## src/rtl/cameralink_line_reader_if.sv

```systemverilog
// Bundle between the tap FIFOs, the line reader and the downstream pixel pipeline.
// slave = line reader side, master = FIFO/pipeline (or bench) side.
interface cameralink_line_reader_if #(
    parameter int NUM_CH    = 2,
    parameter int PX_PER_CH = 2,
    parameter int PX_W      = 12,
    parameter int LW_W      = 16
);
    localparam int DW = NUM_CH * PX_PER_CH * PX_W;

    logic [DW-1:0]     ch_dout;
    logic [NUM_CH-1:0] ch_empty;
    logic [NUM_CH-1:0] ch_prog_full;
    logic [NUM_CH-1:0] ch_rd_en;
    logic [NUM_CH-1:0] ch_mask;
    logic [LW_W-1:0]   line_width;
    logic              frame_valid;
    logic              new_frame;
    logic [DW-1:0]     pixel_data;
    logic              pixel_vld;
    logic              sof;
    logic              sol;
    logic              eol;
    logic [LW_W-1:0]   line_cnt;
    logic              busy;
    logic              line_abort;

    modport slave (
        input  ch_dout, ch_empty, ch_prog_full, ch_mask, line_width, frame_valid, new_frame,
        output ch_rd_en, pixel_data, pixel_vld, sof, sol, eol, line_cnt, busy, line_abort
    );

    modport master (
        output ch_dout, ch_empty, ch_prog_full, ch_mask, line_width, frame_valid, new_frame,
        input  ch_rd_en, pixel_data, pixel_vld, sof, sol, eol, line_cnt, busy, line_abort
    );
endinterface

```

## src/rtl/cameralink_line_reader.sv

```systemverilog
// Drains NUM_CH tap FIFOs in whole-line bursts into one multi-pixel stream with sof/sol/eol.
// Define CL_LINE_READER_WATCHDOG_EN to enable the mid-burst empty-stall watchdog (line_abort).
module cameralink_line_reader #(
    parameter int NUM_CH      = 2,
    parameter int PX_PER_CH   = 2,
    parameter int PX_W        = 12,
    parameter int LW_W        = 16,
    parameter int STALL_LIMIT = 255
) (
    input  logic                       i_sys_clk,
    input  logic                       i_sys_rst,
    cameralink_line_reader_if.slave    bus
);
    localparam int CW   = PX_PER_CH * PX_W;
    localparam int SC_W = $clog2(STALL_LIMIT + 1);

`ifdef CL_LINE_READER_WATCHDOG_EN
    localparam bit WD_EN = 1'b1;
`else
    localparam bit WD_EN = 1'b0;
`endif

    typedef enum logic [1:0] {
        ST_IDLE  = 2'd0,
        ST_WAIT  = 2'd1,
        ST_BURST = 2'd2
    } state_t;

    state_t            r_state;
    state_t            w_state_next;
    logic [NUM_CH-1:0] r_mask;
    logic [LW_W-1:0]   r_pix_cnt;
    logic [LW_W-1:0]   r_line_cnt;
    logic [SC_W-1:0]   r_stall_cnt;
    logic              r_sof_armed;
    logic              r_first;
    logic              r_pixel_vld;
    logic              r_sof;
    logic              r_sol;
    logic              r_eol;
    logic              r_busy;
    logic              r_line_abort;

    logic [LW_W-1:0]   w_step;
    logic [LW_W:0]     w_sum;
    logic              w_all_pf;
    logic              w_all_ne;
    logic              w_any_empty;
    logic              w_start;
    logic              w_rd;
    logic              w_last;
    logic              w_stall_hit;

    // Masked-out channels count as "ready" so they never gate a read or a burst start.
    assign w_all_pf    = &(bus.ch_prog_full | ~r_mask);
    assign w_all_ne    = &(~bus.ch_empty | ~r_mask);
    assign w_any_empty = |(bus.ch_empty & r_mask);
    assign w_step      = LW_W'(PX_PER_CH * $countones(r_mask));

    assign w_start = (r_state == ST_WAIT) && !bus.new_frame &&
                     (w_all_pf || (!bus.frame_valid && w_all_ne));
    assign w_rd    = (r_state == ST_BURST) && !bus.new_frame && w_all_ne;
    // One extra bit so pix_cnt + step cannot wrap past a large line_width.
    assign w_sum   = {1'b0, r_pix_cnt} + {1'b0, w_step};
    assign w_last  = w_rd && (w_sum >= {1'b0, bus.line_width});

    assign w_stall_hit = WD_EN && (r_state == ST_BURST) && !bus.new_frame && !w_all_ne &&
                         (r_stall_cnt == SC_W'(STALL_LIMIT - 1));

    always_comb begin
        w_state_next = r_state;
        if (bus.new_frame) begin
            w_state_next = ST_WAIT;
        end else begin
            case (r_state)
                ST_IDLE: w_state_next = ST_IDLE;
                ST_WAIT: begin
                    if (w_start)
                        w_state_next = ST_BURST;
                    else if (!bus.frame_valid && w_any_empty)
                        w_state_next = ST_IDLE;
                end
                ST_BURST: begin
                    if (w_last || w_stall_hit)
                        w_state_next = ST_WAIT;
                end
                default: w_state_next = ST_IDLE;
            endcase
        end
    end

    always_ff @(posedge i_sys_clk or posedge i_sys_rst) begin
        if (i_sys_rst) begin
            r_state      <= ST_IDLE;
            r_mask       <= '1;
            r_pix_cnt    <= '0;
            r_line_cnt   <= '0;
            r_stall_cnt  <= '0;
            r_sof_armed  <= 1'b0;
            r_first      <= 1'b0;
            r_pixel_vld  <= 1'b0;
            r_sof        <= 1'b0;
            r_sol        <= 1'b0;
            r_eol        <= 1'b0;
            r_busy       <= 1'b0;
            r_line_abort <= 1'b0;
        end else begin
            r_state     <= w_state_next;
            r_busy      <= (w_state_next == ST_BURST);
            r_pixel_vld <= w_rd;
            r_sof       <= w_rd && r_sof_armed;
            r_sol       <= w_rd && r_first;
            r_eol       <= w_last;

            if (bus.new_frame) begin
                r_mask       <= (bus.ch_mask == '0) ? NUM_CH'(1) : bus.ch_mask;
                r_pix_cnt    <= '0;
                r_line_cnt   <= '0;
                r_line_abort <= 1'b0;
                r_stall_cnt  <= '0;
                r_sof_armed  <= 1'b1;
                r_first      <= 1'b0;
            end else begin
                if (w_start) begin
                    r_pix_cnt <= '0;
                    r_first   <= 1'b1;
                end

                if (w_rd) begin
                    r_pix_cnt   <= w_sum[LW_W-1:0];
                    r_first     <= 1'b0;
                    r_sof_armed <= 1'b0;
                    r_stall_cnt <= '0;
                end else if (w_stall_hit) begin
                    r_stall_cnt  <= '0;
                    r_line_abort <= 1'b1;
                end else if (WD_EN && r_state == ST_BURST) begin
                    r_stall_cnt <= r_stall_cnt + SC_W'(1);
                end else begin
                    r_stall_cnt <= '0;
                end

                if (w_last)
                    r_line_cnt <= r_line_cnt + LW_W'(1);
            end
        end
    end

    assign bus.ch_rd_en   = w_rd ? r_mask : '0;
    assign bus.pixel_vld  = r_pixel_vld;
    assign bus.sof        = r_sof;
    assign bus.sol        = r_sol;
    assign bus.eol        = r_eol;
    assign bus.line_cnt   = r_line_cnt;
    assign bus.busy       = r_busy;
    assign bus.line_abort = WD_EN && r_line_abort;

    // Disabled taps are zeroed so stale FIFO contents never leak downstream.
    generate
        for (genvar gi = 0; gi < NUM_CH; gi++) begin : g_px_mask
            assign bus.pixel_data[gi*CW +: CW] = r_mask[gi] ? bus.ch_dout[gi*CW +: CW] : '0;
        end
    endgenerate
endmodule

```

## src/flat_wrapper.sv

```systemverilog
// flat-port wrapper written by rule: the top's interface ports become plain ports
module cameralink_line_reader_flat 
#(
    parameter int NUM_CH      = 2,
    parameter int PX_PER_CH   = 2,
    parameter int PX_W        = 12,
    parameter int LW_W        = 16,
    parameter int STALL_LIMIT = 255
)
  (i_sys_clk, i_sys_rst, bus_ch_dout, bus_ch_empty, bus_ch_prog_full, bus_ch_mask, bus_line_width, bus_frame_valid, bus_new_frame, bus_ch_rd_en, bus_pixel_data, bus_pixel_vld, bus_sof, bus_sol, bus_eol, bus_line_cnt, bus_busy, bus_line_abort);
  cameralink_line_reader_if #(.NUM_CH(NUM_CH), .PX_PER_CH(PX_PER_CH), .PX_W(PX_W), .LW_W(LW_W)) bus_i ();
  input  logic i_sys_clk;
  input  logic i_sys_rst;
  input wire logic [$bits(bus_i.ch_dout)-1:0] bus_ch_dout;
  input wire logic [$bits(bus_i.ch_empty)-1:0] bus_ch_empty;
  input wire logic [$bits(bus_i.ch_prog_full)-1:0] bus_ch_prog_full;
  input wire logic [$bits(bus_i.ch_mask)-1:0] bus_ch_mask;
  input wire logic [$bits(bus_i.line_width)-1:0] bus_line_width;
  input wire logic [$bits(bus_i.frame_valid)-1:0] bus_frame_valid;
  input wire logic [$bits(bus_i.new_frame)-1:0] bus_new_frame;
  output wire logic [$bits(bus_i.ch_rd_en)-1:0] bus_ch_rd_en;
  output wire logic [$bits(bus_i.pixel_data)-1:0] bus_pixel_data;
  output wire logic [$bits(bus_i.pixel_vld)-1:0] bus_pixel_vld;
  output wire logic [$bits(bus_i.sof)-1:0] bus_sof;
  output wire logic [$bits(bus_i.sol)-1:0] bus_sol;
  output wire logic [$bits(bus_i.eol)-1:0] bus_eol;
  output wire logic [$bits(bus_i.line_cnt)-1:0] bus_line_cnt;
  output wire logic [$bits(bus_i.busy)-1:0] bus_busy;
  output wire logic [$bits(bus_i.line_abort)-1:0] bus_line_abort;
  assign bus_i.ch_dout = bus_ch_dout;
  assign bus_i.ch_empty = bus_ch_empty;
  assign bus_i.ch_prog_full = bus_ch_prog_full;
  assign bus_i.ch_mask = bus_ch_mask;
  assign bus_i.line_width = bus_line_width;
  assign bus_i.frame_valid = bus_frame_valid;
  assign bus_i.new_frame = bus_new_frame;
  assign bus_ch_rd_en = bus_i.ch_rd_en;
  assign bus_pixel_data = bus_i.pixel_data;
  assign bus_pixel_vld = bus_i.pixel_vld;
  assign bus_sof = bus_i.sof;
  assign bus_sol = bus_i.sol;
  assign bus_eol = bus_i.eol;
  assign bus_line_cnt = bus_i.line_cnt;
  assign bus_busy = bus_i.busy;
  assign bus_line_abort = bus_i.line_abort;
  cameralink_line_reader #(.NUM_CH(NUM_CH), .PX_PER_CH(PX_PER_CH), .PX_W(PX_W), .LW_W(LW_W), .STALL_LIMIT(STALL_LIMIT)) u_core (.i_sys_clk(i_sys_clk), .i_sys_rst(i_sys_rst), .bus(bus_i));
endmodule
```

## config.mk

```make
export PLATFORM = sky130hd
export DESIGN_NAME = cameralink_line_reader_flat
export DESIGN_NICKNAME = d
export VERILOG_FILES = /design/src/rtl/cameralink_line_reader_if.sv /design/src/rtl/cameralink_line_reader.sv /design/src/flat_wrapper.sv
export SDC_FILE = /design/constraint.sdc
export NUM_CORES = 1
export LEC_CHECK = 0
export ABC_AREA = 1
export CAP_MARGIN = 30
export CORE_UTILIZATION = 46
export DETAILED_ROUTE_END_ITERATION = 10
export HOLD_SLACK_MARGIN = 0.06
export PLACE_DENSITY_LB_ADDON = 0.25
export SKIP_LAST_GASP = 1
export SYNTH_ARGS = -nofsm -noshare
export SYNTH_HDL_FRONTEND = slang
export SYNTH_SLANG_ARGS = --single-unit
```

## constraint.sdc

```tcl
create_clock -name i_sys_clk -period 9.3 [get_ports i_sys_clk]
set_input_delay 1.86 -clock i_sys_clk [delete_from_list [all_inputs] [get_ports i_sys_clk]]
set_output_delay 1.86 -clock i_sys_clk [all_outputs]
set_load 0.1 [all_outputs]
```

After elaboration in Yosys (flattened, before gate mapping):

Index checks and enable logic that the tools add are counted.

* register bits after elaboration: 43
* input port bits: 74
* output and inout port bits: 72

* add/subtract/negate cells: 3
* order comparisons: 1
* equal/unequal tests: 3
* mux-type cells: 19
* bitwise gates (word level): 5
* reduce and logical (&&, ||, !) cells: 19

Operators with widths (count)
* 2-to-1 mux 16 bit: 5
* 2-to-1 mux 24 bit: 2
* adder 16 x 16 -> 17 bit: 1
* greater-or-equal comparator 17 x 16 -> 1 bit: 1
* adder 16 x 1 -> 16 bit (second input constant): 1
* 2-to-1 mux 2 bit: 6
* logical AND 1 bit: 9
* 2-to-1 mux 1 bit: 5
* == test 2 bit (second input constant): 2
* inverter 2 bit: 2
* OR 2 bit: 2
* case mux 2 bit (2 select lines): 1
* AND reduction 2 bit: 2
* nonzero test 2 bit: 2
* nonzero test 3 bit: 1
* adder 1 x 1 -> 2 bit: 1
* AND 2 bit: 1
* == test 2 x 1 -> 1 bit (second input constant): 1
* logical NOT 1 bit: 2
* logical NOT 2 bit: 1
* OR reduction 2 bit: 1
* logical OR 1 bit: 1

Longest topological paths before layout:

* depth after elaboration: 10
* mapped depth: 24
* depth with buffers taken out: 24

Worst setup path before layout:

No wires, ideal clock.

* kind: input-to-output
* start: input bus_ch_empty[0]
* end: output bus_ch_rd_en[0]
* arrival: 3662 ps
* required time: 7440 ps
* slack: 3778 ps
* stages: 5
* path buffers: 1
* cells stage by stage: a22o_1 nor2_1 nand2_1 buf_2 nor2_1

* longest elaborated chain between the ends: 5

Ends and longest elaborated chain
* start: declaration: line flat_wrapper.sv:15 `input wire logic [$bits(bus_i.ch_empty)-1:0] bus_ch_empty;`
* inverter 2 bit: line cameralink_line_reader.sv:56 `assign w_all_ne = &(~bus.ch_empty | ~r_mask);`
* OR 2 bit: line cameralink_line_reader.sv:56
* AND reduction 2 bit: line cameralink_line_reader.sv:56
* logical AND 1 bit: line cameralink_line_reader.sv:62 `assign w_rd = (r_state == ST_BURST) && !bus.new_frame && w_all_ne;`
* 2-to-1 mux 2 bit: line cameralink_line_reader.sv:149 `assign bus.ch_rd_en = w_rd ? r_mask : '0;`
* end: declaration: line flat_wrapper.sv:21 `output wire logic [$bits(bus_i.ch_rd_en)-1:0] bus_ch_rd_en;`

No other way between the ends.

Final worst setup path:

* start: input bus_new_frame
* end: output bus_ch_rd_en[0]

* longest elaborated chain between the ends: 4

Ends and longest elaborated chain
* start: declaration: line flat_wrapper.sv:20 `input wire logic [$bits(bus_i.new_frame)-1:0] bus_new_frame;`
* logical NOT 1 bit: line cameralink_line_reader.sv:62
* logical AND 1 bit (2 in a row): line cameralink_line_reader.sv:62
* 2-to-1 mux 2 bit: line cameralink_line_reader.sv:149

No other way between the ends.

==> impl_metrics.tcl <==
set metrics [dict create \
    status "finished clean" \
    maxCapViolCount 0 \
    dieHeight_um 85.17 \
    setup_violations 0 \
    cp_max_fo 13 \
    cts_resized 0 \
    ant_nets 0 \
    dp_hpwl_um 7152 \
    via_per_inst 4.842 \
    cpMostUsedCell "clkdlybuf4s50_1" \
    gr-total-overflow 0 \
    antenna_cells 0 \
    syn_area_mm2 0.003182 \
    p_leak_nw 2.499 \
    drc 0 \
    syn_area_per_cell_um2 6.828 \
    ys_top_cells_by_area "dfrtp_1 31%, nand2_1 15%, inv_1 14%" \
    initial_core_util_pct 48.99 \
    clock-root-buffer "clkbuf_8" \
    critPathLaunchType "input pin" \
    holdWs_ns 0.4985 \
    slew-limit-headroom_pct 32.21 \
    path_cells "clkdlybuf4s50_1 > inv_1 > nand2_1 > nor2_1 > clkdlybuf4s50_1" \
    synthFlopType "dfrtp_1" \
    period_share_pct 70.95 \
    cts_setup_buffers 0 \
    place.gp.congestion 0.9002 \
    fmax_ghz 0.1516 \
    drv_slew 0 \
    synthCells 466 \
    synth_edf_count 0 \
    post-place-ws_ns 2.681 \
    drive_gt1_share_pct 4.290 \
    crit_type "input pin to output port" \
    die-area_mm2 0.007254 \
    critPathRequiredTime_ns 7.44 \
    htreeDepth 2 \
    routed_wl_um 9037 \
    io_pins 146 \
    clkTransAtPathRegs_ns 0.09 \
    grt_max_degree 43 \
    cts_tree "done" \
    drtPass1Iterations 4 \
    via_count 3307 \
    crit_family "buffers and inverters" \
    clock_sinks 42 \
    crit_path_top_delay_cell "clkdlybuf4s50_1" \
    async_flop_share_pct 100.0 \
    grtUsageTotal_pct 25.09 \
    wl_per_cell_um 13.23 \
    core-area_mm2 0.006495 \
    holdBufCountCts 0 \
    synth_area_leader_cell "dfrtp_1" \
    finClkSkew_ns 0.01478 \
    io_buffers 144 \
    synth_top_cell_area_share_pct 31.46 \
    powerDensity_mw_per_mm2 113.0 \
    synth.net_count 562 \
    chipWidth_um 85.17 \
    rsz0062_at_grt "false" \
    ys_types 39 \
    clkLatencyLatePin_ns 0.30 \
    synth_seq_cells 42 \
    cp_num_buf_inv 3 \
    clockBufferDepth 2 \
    rows 29 \
    antenna_found_initial 0 \
    p_total_mw 0.5365 \
    grt_pass1_vias 3201 \
    crit_arrival_ns 4.74 \
    r2r_setup_slack_ns 4.84 \
    period_needed_ns 6.598 \
    nNetsFinal 701 \
    worst_slew_pin_slew_ns 1.014 \
    ys.warnings.count 0 \
    worst_path_largest_cell_delay_ns 1.16 \
    grt_pass1_wl_um 14580 \
    drt_iter0_markers 122 \
    cts-buffers-inserted 5 \
    min_path_type "flop to flop" \
    tns_ns 0 \
    hold_violations 0 \
    cp-end-kind "output port" \
    fin_area_mm2 0.004747 \
    placed_cell_area_mm2 0.004661 \
    area_delta_synth_final_pct 49.19 \
    synth_seq_area_share_pct 33.11 \
    setup_ws_ns 2.702 \
    peakVddDrop_uv 88.63 \
]
[Yosys cell counts, types with 2 or more instances]
master    count
o21ai_0      23
xor2_1       13
o22ai_1       6
o31ai_1       6
nand3_1      18
clkbuf_1      5
nand3_2       2
ha_1         21
or2_2         2
nor2_1       28
nor3_1        6
nor2_2        3
buf_2         5
nand2_1     128
nand4_1       6
dfstp_2       2
nand2_4       2
a21oi_1      10
inv_1       120
xnor2_1       2
dfrtp_1      40
[registers in the layout, summed over array words and instances (netlist names), 2 cells and up]
| register | flops |
|---|---|
| u_core.r_mask | 2 |
| u_core.r_state | 2 |
| u_core.bus.line_cnt | 16 |
| u_core.r_pix_cnt | 15 |
[cells in the final DEF, fill, tap and decap left out, drive strengths merged, types with 7 or more instances in the layout]
cell type        n
nand3           21
a21oi           10
ha              21
xor2            13
o31ai            7
inv            121
nor3             8
dfrtp           40
o21ai           25
nand2          130
nor2            31
clkdlybuf4s50  144
[worst register-to-register path, cell delays in order (launching register included)]
cell and delay, ns:
dfstp_2 0.84, ha_1 0.23, ha_1 0.16, inv_1 0.05, fa_1 0.41, nor3_2 0.25, nand4_1 0.15, nor2_2 0.19
nand2_1 0.09, nor2_1 0.14, nand3_1 0.09, nand2_1 0.11, inv_1 0.06, ha_1 0.26, and3_1 0.19, nand2_1 0.06
nor2_1 0.04, nor3_1 0.17, nand3_2 0.14, nand2_4 0.19, nand2_4 0.12, inv_1 0.24, nand2_1 0.09, o31ai_1 0.07
[area by class of cell]
cell class / instances / area, um^2
clock inverters: 2 / 13.76
fillers: 514 / 1748
multi-input cells: 290 / 1608
repair buffers: 145 / 1449
flip-flops and latches: 42 / 1054
inverters: 121 / 454.2
clock buffers: 6 / 72.57
well taps: 77 / 96.34
[power breakdown]
group          switching [mW]  internal, mW  leakage, nW
clock network          0.0639        0.0530       0.0452
registers             0.00693         0.186        0.571
logic                   0.161        0.0660         1.88
total                   0.232         0.305         2.50
[kinds of logic (layout without fill, tap and decap cells)]
kind of cell    Yosys count  in the layout  share of synthesized area, %
flops                    42             42                         33.11
compound gates           52             52                         9.949
simple gates            200            200                         27.45
other cells               1              1                        0.1179
xor+xnor                 15             15                         4.129
fa+ha+maj                22             22                         8.887
buf+inv                 134            274                         16.36
[through the flow]
stage	util, %	instances
after floorplan	-	466
after global placement	71.76	675
after detailed placement	71.76	675
after CTS	73.09	683
after global routing	73.09	683
final	73.09	683
[per-layer routing]
layer / track usage (%) / wire, um / part of all wire [%]
met3: 4.767 / 472 / 5.2
met2: 43.33 / 4492 / 50
met1: 32.71 / 3991 / 44
met4: 5.547 / 80 / 0.89
met5: 0 / 0 / 0
[final timing paths]
kind,depth (start not counted),to,from
worst max-delay path,5,bus_ch_rd_en[0],bus_new_frame
worst min-delay path,2,u_core.bus.sol$_DFF_PP0_,u_core.r_first$_DFFE_PP0P_
worst max register to register,23,u_core.bus.line_cnt[7]$_DFFE_PP0P_,u_core.r_mask[0]$_DFFE_PP1P_
worst min register to register,2,u_core.bus.sol$_DFF_PP0_,u_core.r_first$_DFFE_PP0P_
max in group asynchronous,3,u_core.bus.line_cnt[14]$_DFFE_PP0P_,i_sys_rst
min in group asynchronous,3,u_core.r_pix_cnt[4]$_DFFE_PP0P_,i_sys_rst
Note: power is estimated with default switching activity, not from simulation.
